[src/rtl/vx_cache_fill_ctrl_if.sv]
// Bank-side bundle of the fill controller: memory responses, miss credit,
// fill request/grant towards the bank arbiter and the MSHR replay handshake.
interface vx_cache_fill_ctrl_if #(
  parameter int LINE_SIZE = 16,
  parameter int MSHR_SIZE = 4
);
  localparam int DATA_W = LINE_SIZE * 8;
  localparam int TAG_W  = (MSHR_SIZE > 1) ? $clog2(MSHR_SIZE) : 1;

  logic              mem_rsp_valid;
  logic [DATA_W-1:0] mem_rsp_data;
  logic [TAG_W-1:0]  mem_rsp_tag;
  logic              mem_rsp_ready;
  logic              mem_req_fire;
  logic              mem_req_credit;
  logic              fill_req_valid;
  logic [TAG_W-1:0]  fill_req_id;
  logic [DATA_W-1:0] fill_req_data;
  logic              fill_req_ready;
  logic              fill_valid;
  logic [TAG_W-1:0]  fill_id;
  logic              mshr_dequeue_valid;
  logic              busy;

  // master is the bank environment (memory, arbiter, MSHR); slave is the controller
  modport master (
    output mem_rsp_valid, mem_rsp_data, mem_rsp_tag, mem_req_fire,
           fill_req_ready, mshr_dequeue_valid,
    input  mem_rsp_ready, mem_req_credit, fill_req_valid, fill_req_id,
           fill_req_data, fill_valid, fill_id, busy
  );

  modport slave (
    input  mem_rsp_valid, mem_rsp_data, mem_rsp_tag, mem_req_fire,
           fill_req_ready, mshr_dequeue_valid,
    output mem_rsp_ready, mem_req_credit, fill_req_valid, fill_req_id,
           fill_req_data, fill_valid, fill_id, busy
  );
endinterface

[src/rtl/vx_cache_fill_ctrl.sv]
// Per-bank memory-response front end: buffers line fills in arrival order, hands
// them to the bank arbiter one at a time and paces them on the MSHR replay chain.

module vx_cache_fill_ctrl_chk #(
  parameter int CNT_W       = 3,
  parameter int MAX_PENDING = 4
) (
  input logic             clk,
  input logic             reset,
  input logic             arm_s,
  input logic             dequeue_valid_s,
  input logic             fire_s,
  input logic             fill_s,
  input logic [CNT_W-1:0] pend_s
);
  localparam logic [CNT_W-1:0] CNT_MAX = CNT_W'(MAX_PENDING);

  // Protocol checks: replay must start in the ARM cycle, and the miss counter
  // must never wrap (a fill in the same cycle absorbs a fire at the limit).
  always_ff @(posedge clk) begin
    arm_has_replay: assert (!reset || !arm_s || dequeue_valid_s);
    no_overflow:    assert (!reset || !(fire_s && !fill_s && (pend_s == CNT_MAX)));
    no_underflow:   assert (!reset || !(fill_s && (pend_s == {CNT_W{1'b0}})));
  end
endmodule

module vx_cache_fill_ctrl #(
  parameter int LINE_SIZE       = 16,
  parameter int MSHR_SIZE       = 4,
  parameter int FILL_QUEUE_SIZE = 2,
  parameter int MAX_PENDING     = 4
) (
  input logic                 clk,
  input logic                 reset,
  vx_cache_fill_ctrl_if.slave bus
);
  localparam int DATA_W = LINE_SIZE * 8;
  localparam int TAG_W  = (MSHR_SIZE > 1) ? $clog2(MSHR_SIZE) : 1;
  localparam int PTR_W  = (FILL_QUEUE_SIZE > 1) ? $clog2(FILL_QUEUE_SIZE) : 1;
  localparam int OCC_W  = $clog2(FILL_QUEUE_SIZE + 1);
  localparam int CNT_W  = $clog2(MAX_PENDING + 1);

  localparam logic [OCC_W-1:0] OCC_FULL = OCC_W'(FILL_QUEUE_SIZE);
  localparam logic [CNT_W-1:0] CNT_MAX  = CNT_W'(MAX_PENDING);

  typedef enum logic [1:0] {
    ST_IDLE  = 2'd0,
    ST_ARM   = 2'd1,
    ST_DRAIN = 2'd2
  } state_e;

  state_e            state_q, state_d;
  logic [TAG_W-1:0]  tag_mem_q  [FILL_QUEUE_SIZE];
  logic [DATA_W-1:0] data_mem_q [FILL_QUEUE_SIZE];
  logic [PTR_W-1:0]  wr_ptr_q, wr_ptr_d;
  logic [PTR_W-1:0]  rd_ptr_q, rd_ptr_d;
  logic [OCC_W-1:0]  occ_q, occ_d;
  logic [CNT_W-1:0]  pend_q, pend_d;

  logic empty_s;
  logic full_s;
  logic head_valid_s;
  logic push_s;
  logic pop_s;

  // Queue flags, handshakes and next-state for pointers, occupancy, counter and FSM.
  always_comb begin
    empty_s      = (occ_q == {OCC_W{1'b0}});
    full_s       = (occ_q == OCC_FULL);
    head_valid_s = (state_q == ST_IDLE) && !empty_s;
    push_s       = bus.mem_rsp_valid && !full_s;
    pop_s        = head_valid_s && bus.fill_req_ready;

    if (push_s) begin
      wr_ptr_d = wr_ptr_q + PTR_W'(1);
    end else begin
      wr_ptr_d = wr_ptr_q;
    end

    if (pop_s) begin
      rd_ptr_d = rd_ptr_q + PTR_W'(1);
    end else begin
      rd_ptr_d = rd_ptr_q;
    end

    case ({push_s, pop_s})
      2'b10:   occ_d = occ_q + OCC_W'(1);
      2'b01:   occ_d = occ_q - OCC_W'(1);
      default: occ_d = occ_q;
    endcase

    // a fill retires one outstanding miss; a fire in the same cycle replaces it
    case ({bus.mem_req_fire, pop_s})
      2'b10:   pend_d = pend_q + CNT_W'(1);
      2'b01:   pend_d = pend_q - CNT_W'(1);
      default: pend_d = pend_q;
    endcase

    case (state_q)
      ST_IDLE: begin
        if (pop_s) begin
          state_d = ST_ARM;
        end else begin
          state_d = ST_IDLE;
        end
      end
      ST_ARM:   state_d = ST_DRAIN;
      ST_DRAIN: begin
        if (bus.mshr_dequeue_valid) begin
          state_d = ST_DRAIN;
        end else begin
          state_d = ST_IDLE;
        end
      end
      default:  state_d = ST_IDLE;
    endcase
  end

  // Response FIFO storage and pointers; reset discards anything queued.
  always_ff @(posedge clk or negedge reset) begin
    if (!reset) begin
      wr_ptr_q <= {PTR_W{1'b0}};
      rd_ptr_q <= {PTR_W{1'b0}};
      occ_q    <= {OCC_W{1'b0}};
      for (int i = 0; i < FILL_QUEUE_SIZE; i++) begin
        tag_mem_q[i]  <= {TAG_W{1'b0}};
        data_mem_q[i] <= {DATA_W{1'b0}};
      end
    end else begin
      wr_ptr_q <= wr_ptr_d;
      rd_ptr_q <= rd_ptr_d;
      occ_q    <= occ_d;
      if (push_s) begin
        tag_mem_q[wr_ptr_q]  <= bus.mem_rsp_tag;
        data_mem_q[wr_ptr_q] <= bus.mem_rsp_data;
      end
    end
  end

  // Outstanding memory read counter.
  always_ff @(posedge clk or negedge reset) begin
    if (!reset) begin
      pend_q <= {CNT_W{1'b0}};
    end else begin
      pend_q <= pend_d;
    end
  end

  // Fill pacing FSM: IDLE offers the head, ARM/DRAIN hold off until replay ends.
  always_ff @(posedge clk or negedge reset) begin
    if (!reset) begin
      state_q <= ST_IDLE;
    end else begin
      state_q <= state_d;
    end
  end

  assign bus.mem_rsp_ready  = !full_s;
  assign bus.mem_req_credit = (pend_q < CNT_MAX);
  assign bus.fill_req_valid = head_valid_s;
  assign bus.fill_req_id    = tag_mem_q[rd_ptr_q];
  assign bus.fill_req_data  = data_mem_q[rd_ptr_q];
  assign bus.fill_valid     = pop_s;
  assign bus.fill_id        = tag_mem_q[rd_ptr_q];
  assign bus.busy           = !empty_s || (state_q != ST_IDLE);

  vx_cache_fill_ctrl_chk #(
    .CNT_W       (CNT_W),
    .MAX_PENDING (MAX_PENDING)
  ) u_chk (
    .clk             (clk),
    .reset           (reset),
    .arm_s           (state_q == ST_ARM),
    .dequeue_valid_s (bus.mshr_dequeue_valid),
    .fire_s          (bus.mem_req_fire),
    .fill_s          (pop_s),
    .pend_s          (pend_q)
  );
endmodule

[src/flat_wrapper.sv]
// flat-port wrapper written by rule: the top's interface ports become plain ports
module vx_cache_fill_ctrl_flat 
#(
  parameter int LINE_SIZE       = 16,
  parameter int MSHR_SIZE       = 4,
  parameter int FILL_QUEUE_SIZE = 2,
  parameter int MAX_PENDING     = 4
)
  (clk, reset, bus_mem_rsp_valid, bus_mem_rsp_data, bus_mem_rsp_tag, bus_mem_req_fire, bus_fill_req_ready, bus_mshr_dequeue_valid, bus_mem_rsp_ready, bus_mem_req_credit, bus_fill_req_valid, bus_fill_req_id, bus_fill_req_data, bus_fill_valid, bus_fill_id, bus_busy);
  vx_cache_fill_ctrl_if #(.LINE_SIZE(LINE_SIZE), .MSHR_SIZE(MSHR_SIZE)) bus_i ();
  input logic clk;
  input logic reset;
  input wire logic [$bits(bus_i.mem_rsp_valid)-1:0] bus_mem_rsp_valid;
  input wire logic [$bits(bus_i.mem_rsp_data)-1:0] bus_mem_rsp_data;
  input wire logic [$bits(bus_i.mem_rsp_tag)-1:0] bus_mem_rsp_tag;
  input wire logic [$bits(bus_i.mem_req_fire)-1:0] bus_mem_req_fire;
  input wire logic [$bits(bus_i.fill_req_ready)-1:0] bus_fill_req_ready;
  input wire logic [$bits(bus_i.mshr_dequeue_valid)-1:0] bus_mshr_dequeue_valid;
  output wire logic [$bits(bus_i.mem_rsp_ready)-1:0] bus_mem_rsp_ready;
  output wire logic [$bits(bus_i.mem_req_credit)-1:0] bus_mem_req_credit;
  output wire logic [$bits(bus_i.fill_req_valid)-1:0] bus_fill_req_valid;
  output wire logic [$bits(bus_i.fill_req_id)-1:0] bus_fill_req_id;
  output wire logic [$bits(bus_i.fill_req_data)-1:0] bus_fill_req_data;
  output wire logic [$bits(bus_i.fill_valid)-1:0] bus_fill_valid;
  output wire logic [$bits(bus_i.fill_id)-1:0] bus_fill_id;
  output wire logic [$bits(bus_i.busy)-1:0] bus_busy;
  assign bus_i.mem_rsp_valid = bus_mem_rsp_valid;
  assign bus_i.mem_rsp_data = bus_mem_rsp_data;
  assign bus_i.mem_rsp_tag = bus_mem_rsp_tag;
  assign bus_i.mem_req_fire = bus_mem_req_fire;
  assign bus_i.fill_req_ready = bus_fill_req_ready;
  assign bus_i.mshr_dequeue_valid = bus_mshr_dequeue_valid;
  assign bus_mem_rsp_ready = bus_i.mem_rsp_ready;
  assign bus_mem_req_credit = bus_i.mem_req_credit;
  assign bus_fill_req_valid = bus_i.fill_req_valid;
  assign bus_fill_req_id = bus_i.fill_req_id;
  assign bus_fill_req_data = bus_i.fill_req_data;
  assign bus_fill_valid = bus_i.fill_valid;
  assign bus_fill_id = bus_i.fill_id;
  assign bus_busy = bus_i.busy;
  vx_cache_fill_ctrl #(.LINE_SIZE(LINE_SIZE), .MSHR_SIZE(MSHR_SIZE), .FILL_QUEUE_SIZE(FILL_QUEUE_SIZE), .MAX_PENDING(MAX_PENDING)) u_core (.clk(clk), .reset(reset), .bus(bus_i));
endmodule
[config.mk]
export PLATFORM = sky130hd
export DESIGN_NAME = vx_cache_fill_ctrl_flat
export DESIGN_NICKNAME = d
export VERILOG_FILES = /design/src/rtl/vx_cache_fill_ctrl_if.sv /design/src/rtl/vx_cache_fill_ctrl.sv /design/src/flat_wrapper.sv
export SDC_FILE = /design/constraint.sdc
export NUM_CORES = 1
export LEC_CHECK = 0
export BUFFER_PORTS_ARGS = -buffer_cell sky130_fd_sc_hd__buf_2
export CAP_MARGIN = 20
export CORE_MARGIN = 5
export CORE_UTILIZATION = 29
export CTS_CLUSTER_SIZE = 14
export DETAILED_ROUTE_END_ITERATION = 8
export PLACE_DENSITY = 0.46
export SLEW_MARGIN = 20
export SYNTH_ARGS = -nofsm -noshare
export SYNTH_HDL_FRONTEND = slang
export SYNTH_SLANG_ARGS = --single-unit
[constraint.sdc]
create_clock -name clk -period 1.97 [get_ports clk]
set_input_delay 0 -clock clk [delete_from_list [all_inputs] [get_ports clk]]
set_output_delay 0 -clock clk [all_outputs]
set_load 0.01 [all_outputs]
==> results of run 1 <==
==> layout make-up <==
class | count | area [µm²] | share of cell area
inverter | 6 | 22.5 | 0.00132
multi-input combinational | 416 | 5370 | 0.314
clock inverter | 7 | 87.6 | 0.00512
tap | 585 | 732 | 0.0428
sequential | 269 | 6740 | 0.394
clock buffer | 49 | 943 | 0.0552
antenna | 2 | 5.00 | 0.000293
timing repair buffer | 438 | 3190 | 0.187
==> flip-flops by register name (all words and copies together) (netlist names) <==
register and count:
u_core.data_mem_q 256, u_core.tag_mem_q 4, u_core.rd_ptr_q 1, u_core.pend_q 3
u_core.occ_q 2, u_core.state_q 2, u_core.wr_ptr_q 1
==> cell families (layout without fill, tap and decap cells) <==
kind of cell	Yosys count	in the layout	share of synthesized area
multiplexers	391	391	0.408
AO/OA/AOI/OAI	1	1	0.000396
AND/OR/NAND/NOR	13	13	0.00624
other	0	2	0
flip-flops	269	269	0.533
adder cells (fa/ha/maj)	3	3	0.00357
XOR/XNOR	8	8	0.00555
buffers and inverters	53	500	0.0430
==> cells in the mapped netlist, drive strengths merged <==
cell    count
and3        1
and3b       3
buf        45
clkbuf      2
dfrtp     269
fa          1
ha          2
inv         6
mux2      390
mux2i       1
nand2       2
nand2b      1
nand3       1
nor2        4
nor3        1
o21ai       1
xnor2       5
xor2        3
==> power by group <==
group	internal (mW)	total [mW]	switching [mW]
logic	8.46	14.2	5.71
clock network	3.51	5.82	2.31
registers	8.41	9.92	1.50
total	20.4	29.9	9.52
==> final timing paths <==
path / cells past startpoint / endpoint / slack (ps)
max in group asynchronous: 3 / u_core.data_mem_q[238]$_DFFE_PN0P_ / 1520
setup reg to reg: 8 / u_core.pend_q[2]$_DFFE_PN0P_ / 150
hold / removal: 3 / u_core.data_mem_q[72]$_DFFE_PN0P_ / 80
setup / recovery: 3 / bus_fill_req_data[61] / 30
min in group clk: 3 / u_core.data_mem_q[208]$_DFFE_PN0P_ / 210
hold reg to reg: 1 / u_core.pend_q[0]$_DFFE_PN0P_ / 480
==> tightest hold or removal path, stage by stage <==
cell	delay, ps
dlygate4sd3_1	560
buf_8	200
buf_12	240
==> placed cells by master (no fill, tap or decap), drive strengths merged <==
cell type,count
and3b,3
nor3,1
dlygate4sd3,135
inv,6
and3,1
diode,2
clkbuf,49
buf,303
nand2b,1
ha,2
dfrtp,269
nor2,4
mux2i,1
nand3,1
nand2,2
fa,1
mux2,390
o21ai,1
xor2,3
bufinv,2
xnor2,5
clkinv,4
clkinvlp,1
==> what timing repair did <==
item,CTS,global route
gates cloned,0,0
buffers inserted,0,1
pin swaps,0,1
setup endpoints to repair,73,117
resized for setup,4,2
hold buffers,136,0
hold endpoints to repair,536,0
==> per-stage QoR <==
stage	cells	TNS, ps	worst slack (ps)	util
6_report	1772	0	29.6	0.397
4_1_cts	1769	-813	-41.8	0.396
3_3_place_gp	1577	0	144	0.340
5_1_grt	1772	-3820	-73.7	0.397
3_5_place_dp	1577	0	143	0.340
2_1_floorplan	738	0	93.0	-
==> routing by layer <==
layer / share of wire / vias up / global-route usage
li1: - / 3475 / -
met1: 0.46 / 3786 / 0.173
met2: 0.45 / 184 / 0.200
met3: 0.066 / 38 / 0.0373
met4: 0.018 / 0 / 0.0249
met5: 0 / - / 0
==> flow_summary.ini, run 1 <==
[sta]
hold_ws_ps = 79.2
skew_ps = 10.9
rsz0062_at_grt = true
max_slew_margin = 0.736
tightest_slew_ps = 396
finalSetupViolCount = 0
max_freq_mhz = 515
period_minus_slack_ps = 1940
min_period_over_period = 0.985
drv_slew = 0
hold_viol = 0

[floorplan]
coreArea_um2 = 43100
fp.dieArea_um2 = 47800
ios = 273
die_h_um = 219
num_rows = 76
initial_core_util = 0.293
fp.dieW_um = 219

[logic_synthesis]
netlist_area_um2 = 12600
synth_cell_types = 24
syn-instance-count = 738
ys_seq_area_frac = 0.533
synth.ff_latch_count = 269
synth_top_area_frac = 0.533
syn_nets = 877
synth_area_leaders = dfrtp_1, mux2_4, mux2_2, buf_12, buf_8
avgSynthCellArea_um2 = 17.1
synth_top_area_cell = dfrtp_1
yosys_warnings = 0

[detailed_routing]
routed_wl_um = 31000
remaining_drc_errors = 0
first_iter_violations = 174
vias_per_cell = 4.22
final_antenna_net_count = 0
firstDrtPassIters = 4
vias = 7483
wl_per_cell_um = 17.5

[worst_setup_path]
path_class = reg2out
cp-start-kind = flip-flop
end_kind = primary output
crit_family = flip-flops
r2r-start = u_core.occ_q[0]$_DFFE_PN0P_
arrival_ps = 1940
crit_required_ps = 1970
slowest_delay_ps = 470
path_buf_inv = 2
cp_slowest_cell = dfrtp_4
path_max_fanout = 60
cp-startpoint = u_core.rd_ptr_q$_DFFE_PN0N_
cp_cell_sequence = buf_16 > mux2_2 > buf_2

[placement]
io_buffers = 272
dp_hpwl_um = 20000
gp_congestion = 0.690
dpl_cell_area_um2 = 14600

[outcome]
outcome = finished, final reports clean

[global_route]
grt_pass1_vias = 8489
antenna_found_initial = 2
grt_max_degree = 61
grt_usage = 0.126
grt_pass1_wl_um = 48900
grt_overflow = 0

[finish]
syn_to_final_growth_pct = 35.4
drive_above_1_share = 0.630
nets = 1301
final_area_um2 = 17100
fillerInstances = 4079

[clock_network]
clkLatencyLatePin_ps = 560
tritoncts.num_buffers = 31
cts_root_buf = clkbuf_16
cts_buffer_depth = 3
cts_tree = built
clkTransAtPathRegs_ps = 60
h-tree-depth = 1
clock-sinks = 269

[pwr]
ir_drop_mv = 0.856
leakagePower_nw = 7.90
finalPower_mw = 29.9
pwr_density_cell_nw_per_um2 = 1750

[flow_run]
cap_violations = 0

[min_path]
min_path_type = in2async
Power figures use the tool's default switching activity.
==> run 2: changes to the inputs <==
--- a/config.mk
+++ b/config.mk
@@ -9,9 +9,11 @@
 export CAP_MARGIN = 20
 export CORE_MARGIN = 5
 export CORE_UTILIZATION = 29
+export CTS_BUF_LIST = sky130_fd_sc_hd__clkbuf_16
 export CTS_CLUSTER_SIZE = 14
 export DETAILED_ROUTE_END_ITERATION = 8
 export PLACE_DENSITY = 0.46
+export SKIP_CTS_REPAIR_TIMING = 1
 export SLEW_MARGIN = 20
 export SYNTH_ARGS = -nofsm -noshare
 export SYNTH_HDL_FRONTEND = slang
==> run 2 against run 1 <==
  * Sequential power about the same
  * Worst setup slack worse by 6.2 ps
  * First-iteration DRC count grew 10%
  * Non-clock buffer count up 1
  * Register-to-register slack is essentially flat
  * Design area is 0.59% lower
  * Critical path type unchanged
  * Largest cell class unchanged
  * Critical path depth unchanged
  * Maximum frequency fell by 0.32%
  * Final cell count unchanged
==> flow_summary.ini, run 2 (synthesized netlist as in run 1, its figures left out) <==
[finish]
drive_above_1_share = 0.621
fillerInstances = 4085
nets = 1302
largestRegisters = u_core.data_mem_q x256, u_core.tag_mem_q x4, u_core.pend_q x3
top_register = u_core.data_mem_q
largest_register_ffs = 256
final_common_cell = buf_2
syn_to_final_growth_pct = 34.6
layout_common_cells = buf_2, dfrtp_1, mux2_4

[worst_setup_path]
r2r-start = u_core.occ_q[0]$_DFFE_PN0P_
reg2reg_slack_ps = 150
reg2reg_to = u_core.pend_q[2]$_DFFE_PN0P_
cp-start-kind = flip-flop
path_class = reg2out
crit_end = bus_fill_req_data[20]
path_max_fanout = 60
cp-startpoint = u_core.rd_ptr_q$_DFFE_PN0N_
end_kind = primary output
r2r_cells = 8
crit_required_ps = 1970
arrival_ps = 1950

[sta]
layout_setup_ws_ps = 23.4
skew_ps = 10.9
hold_ws_ps = 211
min_period_over_period = 0.988
hold_viol = 0
period_minus_slack_ps = 1950
tightest_slew_ps = 398
max_slew_margin = 0.735
max_freq_mhz = 514
drv_slew = 0
finalSetupViolCount = 0
rsz0062_at_grt = true

[detailed_routing]
wl_per_cell_um = 17.6
remaining_drc_errors = 0
first_iter_violations = 192
firstDrtPassIters = 4
vias_per_cell = 4.23
routed_wl_um = 31100
final_antenna_net_count = 0
vias = 7495

[placement]
io_buffers = 272
dp_hpwl_um = 20000
place_worst_setup_slack_ps = 143
gp_congestion = 0.690

[clock_network]
clock-sinks = 269
cts_tree = built
clkLatencyLatePin_ps = 560
tritoncts.num_buffers = 31
clkTransAtPathRegs_ps = 60
h-tree-depth = 1
cts_root_buf = clkbuf_16
cts_buffer_depth = 3

[floorplan]
coreArea_um2 = 43100
ios = 273
die_h_um = 219
fp.dieArea_um2 = 47800
num_rows = 76
fp.dieW_um = 219
initial_core_util = 0.293

[global_route]
grt_max_degree = 61
grt_pass1_vias = 7968
grt_pass1_wl_um = 47100
grt_usage = 0.123
antenna_found_initial = 1
grt_overflow = 0

[pwr]
leakagePower_nw = 7.87
pwr_density_cell_nw_per_um2 = 1730
ir_drop_mv = 0.849

[min_path]
min_path_type = in2reg

[outcome]
outcome = finished, final reports clean

[flow_run]
cap_violations = 0
==> run 2: through the flow <==
| stage | std cells | util | setup TNS [ps] | instance area (µm²) | power, mW |
|---|---|---|---|---|---|
| floorplan | 738 | - | 0 | 12600 | 19.9 |
| global placement | 1577 | 0.340 | 0 | 14600 | 24.0 |
| detailed placement | 1577 | 0.340 | 0 | 14600 | 24.0 |
| CTS | 1633 | 0.361 | -1020 | 15600 | 29.7 |
| global route | 1772 | 0.394 | -3730 | 17000 | 31.3 |
| finish | 1772 | 0.394 | 0 | 17000 | 29.4 |
==> run 2: layout make-up <==
class                      instances  area (µm²)  area share
timing repair buffer             439        3200       0.188
tap                              585         732      0.0431
sequential                       269        6740       0.396
antenna                            1        2.50    0.000147
inverter                           6        22.5     0.00133
clock buffer                      31         776      0.0457
multi-input combinational        416        5370       0.316
clock inverter                    25         155     0.00913
==> run 2: worst max-delay path, cell delays in order, from the launching register on <==
cell     delay [ps]
dfrtp_4         470
buf_16          310
mux2_2          400
buf_2           150
==> run 2: how the worst min path moves through the flow <==
stage / from / endpoint / slack [ps] / cells after the start
final: bus_mem_rsp_tag[1] / u_core.tag_mem_q[1]$_DFFE_PN0P_ / 210 / 3
after global routing: bus_mem_rsp_tag[1] / u_core.tag_mem_q[1]$_DFFE_PN0P_ / 170 / 3
after CTS: reset / u_core.data_mem_q[73]$_DFFE_PN0P_ / -650 / 1
after detailed placement: reset / u_core.data_mem_q[73]$_DFFE_PN0P_ / -40 / 1
after global placement: reset / u_core.data_mem_q[73]$_DFFE_PN0P_ / -30 / 1
after floorplan: reset / u_core.data_mem_q[0]$_DFFE_PN0P_ / -300 / 0
==> run 2: power by group <==
group	internal (mW)	switching (mW)
sequential	8.41	1.51
clock	3.08	2.28
combinational	8.44	5.72
total	19.9	9.50
==> run 2: metal layers <==
layer | track usage | wire length (µm)
met1 | 0.167 | 14500
met2 | 0.190 | 14000
met3 | 0.0445 | 2060
met4 | 0.0249 | 560
met5 | 0 | 0
